--- config.mk ---
export PLATFORM = sky130hd
export DESIGN_NAME = spi_target
export DESIGN_NICKNAME = d
export VERILOG_FILES = /design/src/rtl/spi_target_pkg.sv /design/src/rtl/spi_target_sync.sv /design/src/rtl/spi_target.sv
export SDC_FILE = /design/constraint.sdc
export NUM_CORES = 1
export LEC_CHECK = 0
export ABC_AREA = 1
export BUFFER_PORTS_ARGS = -buffer_cell sky130_fd_sc_hd__buf_2
export CAP_MARGIN = 5
export CORE_ASPECT_RATIO = 1.5
export CORE_MARGIN = 3
export CORE_UTILIZATION = 55
export DETAILED_ROUTE_END_ITERATION = 8
export GPL_TIMING_DRIVEN = 1
export MAX_ROUTING_LAYER = met4
export PLACE_DENSITY = 0.76
export SLEW_MARGIN = 15
export SYNTH_ARGS = -nofsm -noshare
export SYNTH_HDL_FRONTEND = slang
export SYNTH_SLANG_ARGS = --single-unit
--- constraint.sdc ---
create_clock -name clk -period 3.1 [get_ports clk]
set_input_delay 0.155 -clock clk [delete_from_list [all_inputs] [get_ports clk]]
set_output_delay 0.155 -clock clk [all_outputs]
set_load 0.03 [all_outputs]
--- src/rtl/spi_target_pkg.sv ---
// Shared definitions for the SPI mode-0 target: FSM states and command-byte layout.
package spi_target_pkg;

   typedef enum logic [1:0] {
      WAIT_CS = 2'd0,
      IDLE    = 2'd1,
      CMD     = 2'd2,
      DATA    = 2'd3
   } state_e;

   localparam int         CMD_R_BIT    = 7;
   localparam int         CMD_ADDR_MSB = 6;
   localparam logic [6:0] STATUS_ADDR  = 7'h7F;

endpackage

--- src/rtl/spi_target_sync.sv ---
// Three-stage synchroniser for an asynchronous pin; stage 2 is the level, stages 2/3 give edges.
module spi_target_sync
   import spi_target_pkg::*;
(
   input  logic clk,
   input  logic reset,
   input  logic async_i,
   output logic level_o,
   output logic rise_o,
   output logic fall_o
);

   logic [2:0] stages_q;

   always_ff @(posedge clk) begin
      if (reset) stages_q <= '0;
      else       stages_q <= {stages_q[1:0], async_i};
   end

   assign level_o = stages_q[1];
   assign rise_o  = stages_q[1] & ~stages_q[2];
   assign fall_o  = ~stages_q[1] & stages_q[2];

endmodule

--- src/rtl/spi_target.sv ---
// SPI mode-0 target with an auto-incrementing byte register bank and a parallel host port.
// Define SPI_TARGET_STATUS_EN to map command address 7'h7F to a read-only frame counter.
module spi_target
   import spi_target_pkg::*;
#(
   parameter  int DEPTH  = 16,
   localparam int ADDR_W = $clog2(DEPTH)
) (
   input  logic              clk,
   input  logic              reset,
   input  logic              sck,
   input  logic              cs_n,
   input  logic              mosi,
   output logic              miso,
   output logic              miso_oe,
   input  logic [ADDR_W-1:0] host_addr,
   output logic [7:0]        host_rdata,
   input  logic              host_we,
   input  logic [7:0]        host_wdata,
   output logic              wr_strobe,
   output logic [ADDR_W-1:0] wr_addr,
   output logic [7:0]        wr_data,
   output logic              frame_done
);

   logic sckLevel, sckRise, sckFall;
   logic csLevel, csRise, csFall;
   logic mosiMeta_q, mosiSync_q;

   spi_target_sync uSckSync (
      .clk(clk), .reset(reset), .async_i(sck),
      .level_o(sckLevel), .rise_o(sckRise), .fall_o(sckFall)
   );

   spi_target_sync uCsSync (
      .clk(clk), .reset(reset), .async_i(cs_n),
      .level_o(csLevel), .rise_o(csRise), .fall_o(csFall)
   );

   always_ff @(posedge clk) begin
      if (reset) begin
         mosiMeta_q <= 1'b0;
         mosiSync_q <= 1'b0;
      end else begin
         mosiMeta_q <= mosi;
         mosiSync_q <= mosiMeta_q;
      end
   end

   state_e            state_q, state_d;
   logic [2:0]        bitCnt_q, bitCnt_d;
   logic [7:0]        shift_q, shift_d;
   logic [7:0]        tx_q, tx_d;
   logic [ADDR_W-1:0] ptr_q, ptr_d, ptrAdv;
   logic              rnw_q, rnw_d;
   logic              armed_q, armed_d;
   logic              statusSel_q, statusSel_d;
   logic              wrStrobe_q, wrStrobe_d;
   logic [ADDR_W-1:0] wrAddr_q, wrAddr_d;
   logic [7:0]        wrData_q, wrData_d;
   logic              frameDone_q, frameDone_d;
   logic [7:0]        mem_q [DEPTH];
   logic              spiWe;
   logic [ADDR_W-1:0] spiAddr;
   logic [7:0]        spiData;
   logic [7:0]        rxByte;
   logic              statusHit;
   logic [7:0]        statusByte;
   logic              unusedBits;

   assign rxByte     = {shift_q[6:0], mosiSync_q};
   assign unusedBits = ^{sckLevel, rxByte};

   // After the status byte the pointer stays at index 0 instead of advancing.
   assign ptrAdv = statusSel_q ? ptr_q : ptr_q + ADDR_W'(1);

`ifdef SPI_TARGET_STATUS_EN
   logic [7:0] frameCnt_q;

   always_ff @(posedge clk) begin
      if (reset)            frameCnt_q <= 8'h00;
      else if (frameDone_d) frameCnt_q <= frameCnt_q + 8'h01;
   end

   assign statusHit  = (rxByte[CMD_ADDR_MSB:0] == STATUS_ADDR);
   assign statusByte = frameCnt_q;
`else
   assign statusHit  = 1'b0;
   assign statusByte = 8'h00;
`endif

   always_comb begin
      state_d     = state_q;
      bitCnt_d    = bitCnt_q;
      shift_d     = shift_q;
      tx_d        = tx_q;
      ptr_d       = ptr_q;
      rnw_d       = rnw_q;
      armed_d     = armed_q;
      statusSel_d = statusSel_q;
      wrStrobe_d  = 1'b0;
      wrAddr_d    = wrAddr_q;
      wrData_d    = wrData_q;
      frameDone_d = 1'b0;
      spiWe       = 1'b0;
      spiAddr     = ptr_q;
      spiData     = rxByte;
      case (state_q)
         WAIT_CS: if (csLevel) state_d = IDLE;
         IDLE: begin
            if (csFall) begin
               state_d  = CMD;
               bitCnt_d = 3'd0;
            end
         end
         CMD: begin
            if (sckRise) begin
               shift_d  = rxByte;
               bitCnt_d = bitCnt_q + 3'd1;
               if (bitCnt_q == 3'd7) begin
                  state_d     = DATA;
                  rnw_d       = rxByte[CMD_R_BIT];
                  armed_d     = 1'b0;
                  statusSel_d = statusHit;
                  ptr_d       = statusHit ? '0 : rxByte[ADDR_W-1:0];
                  tx_d        = statusHit ? statusByte : mem_q[rxByte[ADDR_W-1:0]];
               end
            end
         end
         DATA: begin
            // Read falls only count once a data rise has sampled the current bit.
            if (rnw_q) begin
               if (sckRise) begin
                  bitCnt_d = bitCnt_q + 3'd1;
                  armed_d  = 1'b1;
               end else if (sckFall && armed_q) begin
                  armed_d = 1'b0;
                  if (bitCnt_q == 3'd0) begin
                     ptr_d       = ptrAdv;
                     tx_d        = mem_q[ptrAdv];
                     statusSel_d = 1'b0;
                  end else begin
                     tx_d = {tx_q[6:0], 1'b0};
                  end
               end
            end else if (sckRise) begin
               shift_d  = rxByte;
               bitCnt_d = bitCnt_q + 3'd1;
               if (bitCnt_q == 3'd7) begin
                  ptr_d       = ptrAdv;
                  statusSel_d = 1'b0;
                  if (!statusSel_q) begin
                     spiWe      = 1'b1;
                     wrStrobe_d = 1'b1;
                     wrAddr_d   = ptr_q;
                     wrData_d   = rxByte;
                  end
               end
            end
         end
         default: state_d = WAIT_CS;
      endcase
      // End of frame overrides everything, dropping any byte completing on the same cycle.
      if (state_q != WAIT_CS && csRise) begin
         state_d     = IDLE;
         frameDone_d = 1'b1;
         spiWe       = 1'b0;
         wrStrobe_d  = 1'b0;
      end
   end

   always_ff @(posedge clk) begin
      if (reset) begin
         state_q     <= WAIT_CS;
         bitCnt_q    <= 3'd0;
         shift_q     <= 8'h00;
         tx_q        <= 8'h00;
         ptr_q       <= '0;
         rnw_q       <= 1'b0;
         armed_q     <= 1'b0;
         statusSel_q <= 1'b0;
         wrStrobe_q  <= 1'b0;
         wrAddr_q    <= '0;
         wrData_q    <= 8'h00;
         frameDone_q <= 1'b0;
      end else begin
         state_q     <= state_d;
         bitCnt_q    <= bitCnt_d;
         shift_q     <= shift_d;
         tx_q        <= tx_d;
         ptr_q       <= ptr_d;
         rnw_q       <= rnw_d;
         armed_q     <= armed_d;
         statusSel_q <= statusSel_d;
         wrStrobe_q  <= wrStrobe_d;
         wrAddr_q    <= wrAddr_d;
         wrData_q    <= wrData_d;
         frameDone_q <= frameDone_d;
      end
   end

   // An SPI byte write beats a host write to the same address on the same edge.
   always_ff @(posedge clk) begin
      if (reset) begin
         for (int i = 0; i < DEPTH; i++) mem_q[i] <= 8'h00;
      end else begin
         if (host_we && !(spiWe && spiAddr == host_addr)) mem_q[host_addr] <= host_wdata;
         if (spiWe) mem_q[spiAddr] <= spiData;
      end
   end

   assign host_rdata = mem_q[host_addr];
   assign miso_oe    = (state_q == CMD) || (state_q == DATA);
   assign miso       = miso_oe & tx_q[7];
   assign wr_strobe  = wrStrobe_q;
   assign wr_addr    = wrAddr_q;
   assign wr_data    = wrData_q;
   assign frame_done = frameDone_q;

endmodule

==> impl_metrics.csv <==
group,metric,value,unit
clock_network,cts_inserted_buffers,17,
clock_network,cts.sinks,177,
synthesis,synth-compound-area-share,21.7,%
place,dpl_cell_area,11900,µm²
detailed_routing,post_drt_wl_per_cell,24.9,µm
power,internal-power,4630,µW
synthesis,synth_simple_gate_area_share,23.5,%
detailed_routing,antenna_violating_nets_post_route,0,
grt,grt_util_all_layers,41.2,%
timing,fin_ws,298,ps
place,dpl_worst_slack,417,ps
synthesis,ys_seq_elements,177,
synthesis,synth-main-ff-cell,"edfxtp_1",
clock_network,clock_path_buffers,2,
run_status,status,"complete, but fails checks",
synthesis,ys_top_cells_by_count,"nand2_1 (270), nand3_1 (236), o22ai_1 (189), inv_1 (171), edfxtp_1 (128)",
die,start_util,56.1,%
layout,area_growth,8.10,%
run_status,violations,"DRC",
layout,design_area,12400,µm²
worst_setup_path,crit_arrival,2920,ps
worst_setup_path,cp_max_fo,19,
synthesis,synthArstFlopShare,0,%
grt,grt_pass1_wl,66.1,mm
timing,rsz0062_at_grt,"false",
power,pwr-share-comb,38.9,%
synthesis,syn_avg_cell_area,7.50,µm²
worst_setup_path,cp-end-kind,"flop",
worst_setup_path,startpoint_type,"flop",
clock_network,root_buffer,"clkbuf_16",
clock_network,post_cts_buffers,0,
power,clkPwrFrac,24.8,%
grt,grt_pass1_vias,11000,
die,die_h,183,µm
timing,tns,0,ps
layout,drive_gt1_share,10.5,%
power,vdd_drop_max,489,µV
die,die_w,124,µm
synthesis,synth_mux_area_share,0,%
detailed_routing,drc,4,
detailed_routing,dr.pass1.iters,9,
run,cap_violations,0,
grt,grt_overflow,0,
synthesis,yosysSeqAreaShare,41.9,%
synthesis,synth_xor_area_share,0.446,%
layout,n_fill_cell,1886,
clock_network,cts_resized,0,
power,sequentialPowerShare,36.3,%
synthesis,synth_top_cell_area_share,33.4,%
worst_setup_path,ff2ff_path_depth,9,
clock_network,clk_pin_slew_worst_paths,70,ps
power,pwr_density_cell,639,nW/µm²
timing,finalMaxSlewViolations,0,
die,rows,64,
die,die-area,22700,µm²
clock_network,cts_max_level,4,
place,io_buffers,41,
timing,max_slew.worst_pin.slew,1030,ps
clock_network,worstSkewPairLatency,470,ps
synthesis,syn_inst,1535,
clock_network,cts_tree,"done",
synthesis,synth_edf_count,128,
synthesis,synth_fa_ha_area_share,1.30,%
synthesis,synth_top_family_by_area,"simple AND/OR/NAND/NOR gates",
die,core_area,20500,µm²
timing,finalCritPeriodShare,90.4,%
synthesis,synth_nets,1565,
layout,diodes,0,
timing,hold_ws,64.8,ps
timing,max-slew-margin-rel,31.0,%
place,gp_congestion,1.11,
power,swShare,41.8,%
timing,final-setup-viol-count,0,
worst_setup_path,path_class,"flop to flop",
min_path,hold_path_depth,2,
timing,finClkSkew,11.7,ps
synthesis,ys_types,39,
layout,final_nets,1559,
grt,grt_start_max_net_pins,107,
power,power.switching,3320,µW
detailed_routing,via_per_inst,6.77,
timing,fmaxAchievable,357,MHz
detailed_routing,wl,45.0,mm
die,top_level_ports,42,
worst_setup_path,cp.required,3220,ps
synthesis,synth_area_leader_cell,"edfxtp_1",
grt,antenna_found_initial,0,
synthesis,post-synth-top-count-cell,"nand2_1",
detailed_routing,drt_iter0_drc,1975,
synthesis,yosys_warnings,0,
timing,min_period,2800,ps
power,p_leak,0.00520,µW
synthesis,synth.top_cells.by_area,"edfxtp_1 (33%), o22ai_1 (10%), nand3_1 (10%)",
place,hpwl,30.6,mm
timing,hold_viol,0,
detailed_routing,vias,12200,
min_path,hp-class,"input port to flop",
synthesis,synth_area,11500,µm²
==> metal layers <==
metal  global-route usage [%]  wire length [µm]
met5                        -                 0
met4                     35.0              5280
met3                     10.1              5890
met2                     59.4             19500
met1                     47.4             14200
==> worst max-delay path, stage by stage, from the launching register on <==
cell     delay [ps]
dfxtp_1         420
ha_1            250
inv_4           120
nor2_4          120
inv_2            70
nor3_4          250
nand3_4         200
nor2_4          310
nand2_2         300
nand3_1         410
==> logic make-up after synthesis <==
family | count (synthesis)
and+or+nand+nor | 600
xor gates and xnor gates | 5
DFF | 177
AOI/OAI and AO/OA | 436
buffers and inverters | 305
adders and majority gates | 12
==> power groups by stage <==
stage	Sequential (µW)	Combinational, µW	Clock (µW)
final	2880	3090	1970
after global routing	2890	3280	2050
after CTS	2870	2940	1960
after detailed placement	2920	2930	0
after global placement	2910	2900	0
after floorplan	2860	2050	0
==> sequential cells by signal, indices dropped and copies added, names as in the netlist <==
register           cells
frame_done             1
mosiSync_q             1
ptr_q                  4
state_q                2
wr_addr                4
uSckSync.stages_q      3
statusSel_q            1
mem_q                128
wr_strobe              1
uCsSync.stages_q       3
bitCnt_q               3
mosiMeta_q             1
tx_q                   8
wr_data                8
armed_q                1
shift_q                7
rnw_q                  1
==> repair_timing <==
action                     4_1_cts  5_1_grt
hold endpoints to repair         3        0
hold buffers                     3        0
setup endpoints to repair        0        0
==> cell type report <==
type                            count  area, µm²  area share, %
Sequential cell                   177       4830           38.8
Tap cell                          264        330           2.65
Multi-Input combinational cell   1053       5420           43.5
Clock buffer                       19        433           3.48
Clock inverter                     13       87.6          0.704
Timing Repair Buffer              101        676           5.43
Inverter                          179        674           5.42
==> worst paths after layout <==
check,from,endpoint,slack (ps)
worst max-delay path,state_q[0],mem_q[13][5],300
worst min-delay path,reset,uCsSync.stages_q[2],60
worst max register to register,state_q[0],mem_q[13][5],300
worst min register to register,mosiMeta_q,mosiSync_q,400
==> stage by stage <==
stage,utilization (%),total power (µW),instances
finish,60.7,7950,1806
global route,60.7,8220,1806
CTS,60.7,7770,1806
detailed placement,58.0,5840,1771
global placement,58.0,5810,1771
floorplan,-,4900,1535
==> cell usage in the layout (no fill, tap or decap), drive strengths merged <==
cell type    netlist  routed
a31oi              3       3
inv              174     177
and3               3       3
clkinvlp           0       4
xor2               4       4
buf               53      98
o21bai             1       1
nand2            286     286
o22ai            189     189
ha                12      12
a211oi             4       4
o211ai            21      21
o21a               1       1
dfxtp             49      49
a21oi             89      89
dlygate4sd3        0       3
nor3               4       4
nand4             11      11
clkbuf            73      19
nand3            237     237
nor2              58      58
xnor2              1       1
o21ai            125     125
edfxtp           128     128
clkinv             5      11
or2                1       1
a22oi              2       2
o2111ai            1       1
Note: power is estimated with default switching activity, not from simulation.
